--- src/rtl/streaming_sha256.sv ---
`default_nettype none
// ============================================================================
//  Module   : streaming_sha256
//  Brief    : Streaming SHA-256 engine. Accepts big-endian message words,
//             applies padding and the 64-bit length, compresses each 512-bit
//             block at one round per cycle, and strobes the final digest.
//  Revision : 1.0  initial release
// ============================================================================
module streaming_sha256 (
    input  logic         clk,
    input  logic         rst,
    input  logic         start,
    input  logic         update,
    input  logic [31:0]  data_in,
    input  logic [2:0]   bytes_valid,
    input  logic         finalize,
    output logic         hash_valid,
    output logic [255:0] hash
);
    // Message-side states: accepting data, then the padding sequence, then done.
    localparam logic [2:0] c_st_open   = 3'd0;
    localparam logic [2:0] c_st_pad80  = 3'd1;
    localparam logic [2:0] c_st_zero   = 3'd2;
    localparam logic [2:0] c_st_len_hi = 3'd3;
    localparam logic [2:0] c_st_len_lo = 3'd4;
    localparam logic [2:0] c_st_wait   = 3'd5;
    localparam logic [2:0] c_st_closed = 3'd6;

    localparam logic [0:7][31:0] c_iv = {
        32'h6a09e667, 32'hbb67ae85, 32'h3c6ef372, 32'ha54ff53a,
        32'h510e527f, 32'h9b05688c, 32'h1f83d9ab, 32'h5be0cd19};

    localparam logic [0:63][31:0] c_k = {
        32'h428a2f98, 32'h71374491, 32'hb5c0fbcf, 32'he9b5dba5, 32'h3956c25b, 32'h59f111f1, 32'h923f82a4, 32'hab1c5ed5,
        32'hd807aa98, 32'h12835b01, 32'h243185be, 32'h550c7dc3, 32'h72be5d74, 32'h80deb1fe, 32'h9bdc06a7, 32'hc19bf174,
        32'he49b69c1, 32'hefbe4786, 32'h0fc19dc6, 32'h240ca1cc, 32'h2de92c6f, 32'h4a7484aa, 32'h5cb0a9dc, 32'h76f988da,
        32'h983e5152, 32'ha831c66d, 32'hb00327c8, 32'hbf597fc7, 32'hc6e00bf3, 32'hd5a79147, 32'h06ca6351, 32'h14292967,
        32'h27b70a85, 32'h2e1b2138, 32'h4d2c6dfc, 32'h53380d13, 32'h650a7354, 32'h766a0abb, 32'h81c2c92e, 32'h92722c85,
        32'ha2bfe8a1, 32'ha81a664b, 32'hc24b8b70, 32'hc76c51a3, 32'hd192e819, 32'hd6990624, 32'hf40e3585, 32'h106aa070,
        32'h19a4c116, 32'h1e376c08, 32'h2748774c, 32'h34b0bcb5, 32'h391c0cb3, 32'h4ed8aa4a, 32'h5b9cca4f, 32'h682e6ff3,
        32'h748f82ee, 32'h78a5636f, 32'h84c87814, 32'h8cc70208, 32'h90befffa, 32'ha4506ceb, 32'hbef9a3f7, 32'hc67178f2};

    function automatic logic [31:0] ror(input logic [31:0] x, input int n);
        return (x >> n) | (x << (32 - n));
    endfunction

    logic [2:0]  r_state, w_next;
    logic [31:0] r_buf [0:15];   // input buffer being filled
    logic [4:0]  r_wptr;         // 16 means full and waiting for the compressor
    logic [31:0] r_win [0:15];   // sliding message-schedule window
    logic [31:0] r_wv  [0:7];    // working variables a..h
    logic [31:0] r_hs  [0:7];    // chaining state H0..H7
    logic        r_busy, r_add;
    logic [5:0]  r_round;
    logic [31:0] r_count;        // message byte count

    logic        w_dispatch, w_upd, w_fin, w_full_eff, w_pad_wr, w_wr, w_emit;
    logic [4:0]  w_ptr_eff;
    logic [31:0] w_pad_data, w_wdata, w_masked, w_t1, w_t2, w_wnew;

    // Buffer handoff and strobe qualification. A dispatch frees the buffer in
    // the same cycle, so an update arriving then lands in word 0.
    always_comb begin
        w_dispatch = (r_wptr == 5'd16) && !r_busy;
        w_ptr_eff  = w_dispatch ? 5'd0 : r_wptr;
        w_full_eff = (w_ptr_eff == 5'd16);
        w_upd      = update   && !start && (r_state == c_st_open);
        w_fin      = finalize && !start && (r_state == c_st_open);
        // A short word is always the last one, so its 0x80 pad byte goes in now.
        case (bytes_valid)
            3'd1:    w_masked = {data_in[31:24], 24'h800000};
            3'd2:    w_masked = {data_in[31:16], 16'h8000};
            3'd3:    w_masked = {data_in[31:8], 8'h80};
            default: w_masked = data_in;
        endcase
    end

    // Padding sequencer: next-state logic.
    always_comb begin
        w_next = r_state;
        case (r_state)
            c_st_open:   if (w_fin) w_next = (r_count[1:0] == 2'd0) ? c_st_pad80 : c_st_zero;
            c_st_pad80:  if (!w_full_eff) w_next = c_st_zero;
            c_st_zero:   if (!w_full_eff && w_ptr_eff == 5'd14) w_next = c_st_len_hi;
            c_st_len_hi: if (!w_full_eff) w_next = c_st_len_lo;
            c_st_len_lo: if (!w_full_eff) w_next = c_st_wait;
            c_st_wait:   if (w_emit) w_next = c_st_closed;
            default:     w_next = r_state;
        endcase
    end

    // Padding sequencer: buffer writes and digest release.
    always_comb begin
        w_pad_wr   = 1'b0;
        w_pad_data = 32'd0;
        case (r_state)
            c_st_pad80:  begin w_pad_wr = !w_full_eff; w_pad_data = 32'h80000000; end
            c_st_zero:   w_pad_wr = !w_full_eff && (w_ptr_eff != 5'd14);
            c_st_len_hi: begin w_pad_wr = !w_full_eff; w_pad_data = {29'd0, r_count[31:29]}; end
            c_st_len_lo: begin w_pad_wr = !w_full_eff; w_pad_data = {r_count[28:0], 3'd0}; end
            default:     w_pad_wr = 1'b0;
        endcase
        w_wr    = w_upd || w_pad_wr;
        w_wdata = w_upd ? w_masked : w_pad_data;
        // Last block is done once the buffer is drained and the compressor idle.
        w_emit  = (r_state == c_st_wait) && !r_busy && (r_wptr == 5'd0);
    end

    // One compression round plus the next schedule word.
    always_comb begin
        w_t1 = r_wv[7] + (ror(r_wv[4], 6) ^ ror(r_wv[4], 11) ^ ror(r_wv[4], 25))
             + ((r_wv[4] & r_wv[5]) ^ (~r_wv[4] & r_wv[6])) + c_k[r_round] + r_win[0];
        w_t2 = (ror(r_wv[0], 2) ^ ror(r_wv[0], 13) ^ ror(r_wv[0], 22))
             + ((r_wv[0] & r_wv[1]) ^ (r_wv[0] & r_wv[2]) ^ (r_wv[1] & r_wv[2]));
        w_wnew = (ror(r_win[14], 17) ^ ror(r_win[14], 19) ^ (r_win[14] >> 10)) + r_win[9]
               + (ror(r_win[1], 7) ^ ror(r_win[1], 18) ^ (r_win[1] >> 3)) + r_win[0];
    end

    // Sequencer state register; start reopens the message.
    always_ff @(posedge clk) begin
        if (rst || start) r_state <= c_st_open;
        else              r_state <= w_next;
    end

    // Buffer, compressor, chaining state and digest output.
    always_ff @(posedge clk) begin
        if (rst || start) begin
            for (int i = 0; i < 8; i++) r_hs[i] <= c_iv[i];
            r_wptr     <= 5'd0;
            r_busy     <= 1'b0;
            r_add      <= 1'b0;
            r_round    <= 6'd0;
            r_count    <= 32'd0;
            hash_valid <= 1'b0;
            if (rst) begin
                hash <= 256'd0;
                for (int i = 0; i < 16; i++) begin
                    r_buf[i] <= 32'd0;
                    r_win[i] <= 32'd0;
                end
                for (int i = 0; i < 8; i++) r_wv[i] <= 32'd0;
            end
        end else begin
            hash_valid <= 1'b0;
            if (w_wr) begin
                r_buf[w_ptr_eff[3:0]] <= w_wdata;
                r_wptr <= w_ptr_eff + 5'd1;
            end else if (w_dispatch) begin
                r_wptr <= 5'd0;
            end
            if (w_upd) r_count <= r_count + {29'd0, bytes_valid};
            if (w_dispatch) begin
                r_win   <= r_buf;
                r_wv    <= r_hs;
                r_busy  <= 1'b1;
                r_add   <= 1'b0;
                r_round <= 6'd0;
            end else if (r_busy) begin
                if (r_add) begin
                    for (int i = 0; i < 8; i++) r_hs[i] <= r_hs[i] + r_wv[i];
                    r_busy <= 1'b0;
                    r_add  <= 1'b0;
                end else begin
                    r_wv[0] <= w_t1 + w_t2;
                    r_wv[1] <= r_wv[0];
                    r_wv[2] <= r_wv[1];
                    r_wv[3] <= r_wv[2];
                    r_wv[4] <= r_wv[3] + w_t1;
                    r_wv[5] <= r_wv[4];
                    r_wv[6] <= r_wv[5];
                    r_wv[7] <= r_wv[6];
                    for (int i = 0; i < 15; i++) r_win[i] <= r_win[i + 1];
                    r_win[15] <= w_wnew;
                    r_round   <= r_round + 6'd1;
                    if (r_round == 6'd63) r_add <= 1'b1;
                end
            end
            if (w_emit) begin
                hash <= {r_hs[0], r_hs[1], r_hs[2], r_hs[3], r_hs[4], r_hs[5], r_hs[6], r_hs[7]};
                hash_valid <= 1'b1;
            end
        end
    end
endmodule
`default_nettype wire

--- config.mk ---
export PLATFORM = sky130hd
export DESIGN_NAME = streaming_sha256
export DESIGN_NICKNAME = d
export VERILOG_FILES = /design/src/rtl/streaming_sha256.sv
export SDC_FILE = /design/constraint.sdc
export NUM_CORES = 2
export LEC_CHECK = 0
export CAP_MARGIN = 30
export CORE_ASPECT_RATIO = 1.1
export CORE_MARGIN = 4
export CORE_UTILIZATION = 40
export DETAILED_ROUTE_END_ITERATION = 8
export GPL_TIMING_DRIVEN = 0
export PLACE_DENSITY = 0.61
export SYNTH_ARGS = -nofsm -noshare
export SYNTH_HDL_FRONTEND = slang
export SYNTH_SLANG_ARGS = --single-unit
--- constraint.sdc ---
create_clock -name clk -period 98.2 [get_ports clk]
set_input_delay 9.82 -clock clk [delete_from_list [all_inputs] [get_ports clk]]
set_output_delay 9.82 -clock clk [all_outputs]
set_load 0.01 [all_outputs]
==> metrics.md <==
| Metric | Value |
|---|---|
| CP arrival | `14.45 ns` |
| Post-synthesis register bit count | `1,841` |
| Worst hold path stage count | `2` |
| Area growth syn-to-layout | `16.6%` |
| Max Root-Sink Buffers | `4` |
| Final Hold Vio Count | `0` |
| Mapped cell area | `0.104 sq mm` |
| Dominant synthesized flop cell | `edfxtp_1` |
| Clock root buffer | `clkbuf_16` |
| Slew HR | `22.3%` |
| Routed vias/inst | `5.84` |
| Worst Hold Margin | `0.488 ns` |
| Final Max Tran Viols | `0` |
| Number of fillers in the final layout | `24.4k` |
| CTS tree | `done` |
| Worst Path Max Fanout | `73` |
| Post-synth top cells | `1,935 x nand2_1, 1,536 x edfxtp_1, 1,211 x a21oi_1` |
| Die area | `0.269 sq mm` |
| Row count | `196` |
| Reg2reg start | `r_round[2]` |
| GR Overflow Total | `0` |
| Fin crit period | `14.00 ns` |
| Synth cell types | `87` |
| Syn Inst Count | `10.7k` |
| Post-DP HPWL | `333,000 um` |
| Outcome | `finished clean` |
| Ys async rst share | `0%` |
| I/O pins | `297` |
| Crit path capture type | `register` |
| Fmax | `0.0714 GHz` |
| FF-to-FF End | `r_wv[255]` |
| GRT Total Usage | `30.8%` |
| Synth Net Count | `11.4k` |
| Hold_buf cts | `0` |
| WHS Endpoint | `r_hs[6]` |
| Worst hold start | `r_hs[6]` |
| Largest net degree at the start of global routing | `74` |
| Number of synthesized flops with an enable pin | `1,536` |
| Startpoint Class | `primary input` |
| CTS clk-pin slew, worst paths | `0.06 ns` |
| Register area share after synthesis | `50.0%` |
| Die Y | `544 um` |
| Endpoints failing setup | `0` |
| Period utilization | `14.3%` |
| Clk_skew | `0.117 ns` |
| CTS Buf Count | `204` |
| Cell taking the most area after synthesis | `edfxtp_1` |
| Clk sinks | `1,841` |
| R2R setup slack | `86.93 ns` |
| Hold crit path type | `reg2reg` |
| Setup_tns | `0 ns` |
| Routed wire length per instance | `28.4 um` |
| Skew-Pair Late Insertion Delay | `0.91 ns` |
| Drt initial violations | `10.3k` |
| R2R cell count | `38` |
| Fraction of layout cells with a size suffix above 1 | `5.39%` |
| DRC Markers | `0` |
| PortBufs | `296` |
| Critical path class | `in2reg` |
| Avg Cell Area, Syn | `9.76 sq um` |
| DRT Wirelength | `427,000 um` |
| Vias in the first global route | `84.2k` |
| First-pass GRT wire length | `603,000 um` |
| Vias after detailed routing | `87.8k` |
| Count leader, synth | `nand2_1` |
| Core Util, Final | `46.9%` |
| Share of the synthesized area in the top cell type | `44.1%` |
| H-tree level count | `4` |
| Final nets | `12.0k` |
| PostCTS Resize Cnt | `0` |
| Die width | `495 um` |
| Slew @ Worst Pin | `1.15 ns` |
| DRT antenna net count | `0` |
| Max_cap viols | `0` |
| Drt first pass iters | `9` |
| Unrepaired setup endpoints after global routing | `no` |
| Synth top area cells | `edfxtp_1 44%, nand2_1 7.0%, dfxtp_1 5.8%, a21oi_1 5.8%, ha_1 4.9%` |
| Initial Util | `40.2%` |
| Pre-CTS setup slack | `83.45 ns` |
| GP Congestion | `1.01` |
| Core Region | `0.260 sq mm` |
| Post-CTS setup buffers | `0` |
| Final worst slack | `84.20 ns` |
| Initial antenna violation count | `17` |
| CP required | `98.65 ns` |
| Synth warn | `0` |
-- per-layer routing --
metal | track usage [%] | vias to the layer above | share of wire (%)
li1 | - | 39200 | -
met1 | 38.5 | 42800 | 38
met2 | 48.5 | 4666 | 45
met3 | 5.89 | 1124 | 8.7
met4 | 20.3 | 4 | 8.0
met5 | 0 | - | 0.050
-- cell families (layout without fill, tap and decap cells) --
group,Yosys count,count (layout),share of synthesized area [%]
AOI/OAI and AO/OA,2840,2840,16.9
xor gates and xnor gates,588,588,4.94
adders and majority gates,606,606,8.66
buffers and inverters,1202,2050,4.32
DFF,1841,1841,50.0
muxes,56,56,0.624
other,0,8,0
and+or+nand+nor,3577,3577,14.5
-- layout make-up --
type	instances	area [sq um]	share of cell area (%)
clock inverter	130	1560	1.28
inverter	497	1870	1.53
antenna	8	20.0	0.0164
buffer	705	2680	2.20
clock buffer	242	5290	4.34
multi-input combinational	7667	47900	39.4
sequential	1841	52200	42.9
timing repair buffer	476	5890	4.83
tap	3465	4340	3.56
-- flip-flops by register name (all words and copies together), names as in the netlist --
register and cells:
hash_valid 1, r_wv 256, r_win 512, r_hs 256, r_wptr 5, r_busy 1, r_round 6, r_count 32
r_buf 512, r_add 1, r_state 3, hash 256
-- through the flow --
stage               std cells  cell area [sq um]
floorplan               10700             104000
global placement        14500             112000
detailed placement      14600             115000
CTS                     15000             122000
global route            15000             122000
finish                  15000             122000
-- worst max-delay path by stage --
| stage | startpoint | to | slack (ns) | cells after the start |
|---|---|---|---|---|
| 2_1_floorplan | start | r_win[0] | 51.28 | 1 |
| 3_3_place_gp | start | r_win[263] | 32.83 | 2 |
| 3_5_place_dp | start | hash[215] | 83.45 | 10 |
| 4_1_cts | start | hash[223] | 84.32 | 10 |
| 5_1_grt | start | hash[230] | 84.09 | 10 |
| 6_report | start | hash[237] | 84.20 | 10 |
-- worst max-delay path, cell delays in order --
cell and delay [ns]:
clkdlybuf4s50_1 0.75, nor2_1 0.54, clkbuf_1 0.58, buf_8 0.24, nand3b_1 0.09, nor3_1 0.46
or2_4 0.66, buf_16 0.37, buf_16 0.32, buf_16 0.33
-- layout by cell type, fill, tap and decap left out, drive strengths merged, types with 31 or more instances in the layout --
cell	netlist	final
nand2	1935	1935
edfxtp	1536	1536
a21oi	1215	1215
clkbuf	668	910
nor2	870	870
a211oi	583	583
inv	496	502
ha	407	407
xnor2	337	337
o21ai	332	332
dfxtp	305	305
clkdlybuf4s50	0	296
and2	274	274
xor2	250	250
buf	37	217
a21o	200	200
fa	196	196
o211ai	100	100
nor3	100	100
nand3	92	92
clkinv	1	79
nand2b	71	71
o21a	63	63
nor2b	56	56
o21bai	46	46
and3	45	45
or3	39	39
a31oi	39	39
a22oi	38	38
mux2	33	33
bufinv	0	33
o31ai	31	31
Power is left out: the tool's default activity adds up to more than one toggle a clock period on the data nets, which glitch-free logic cannot reach.
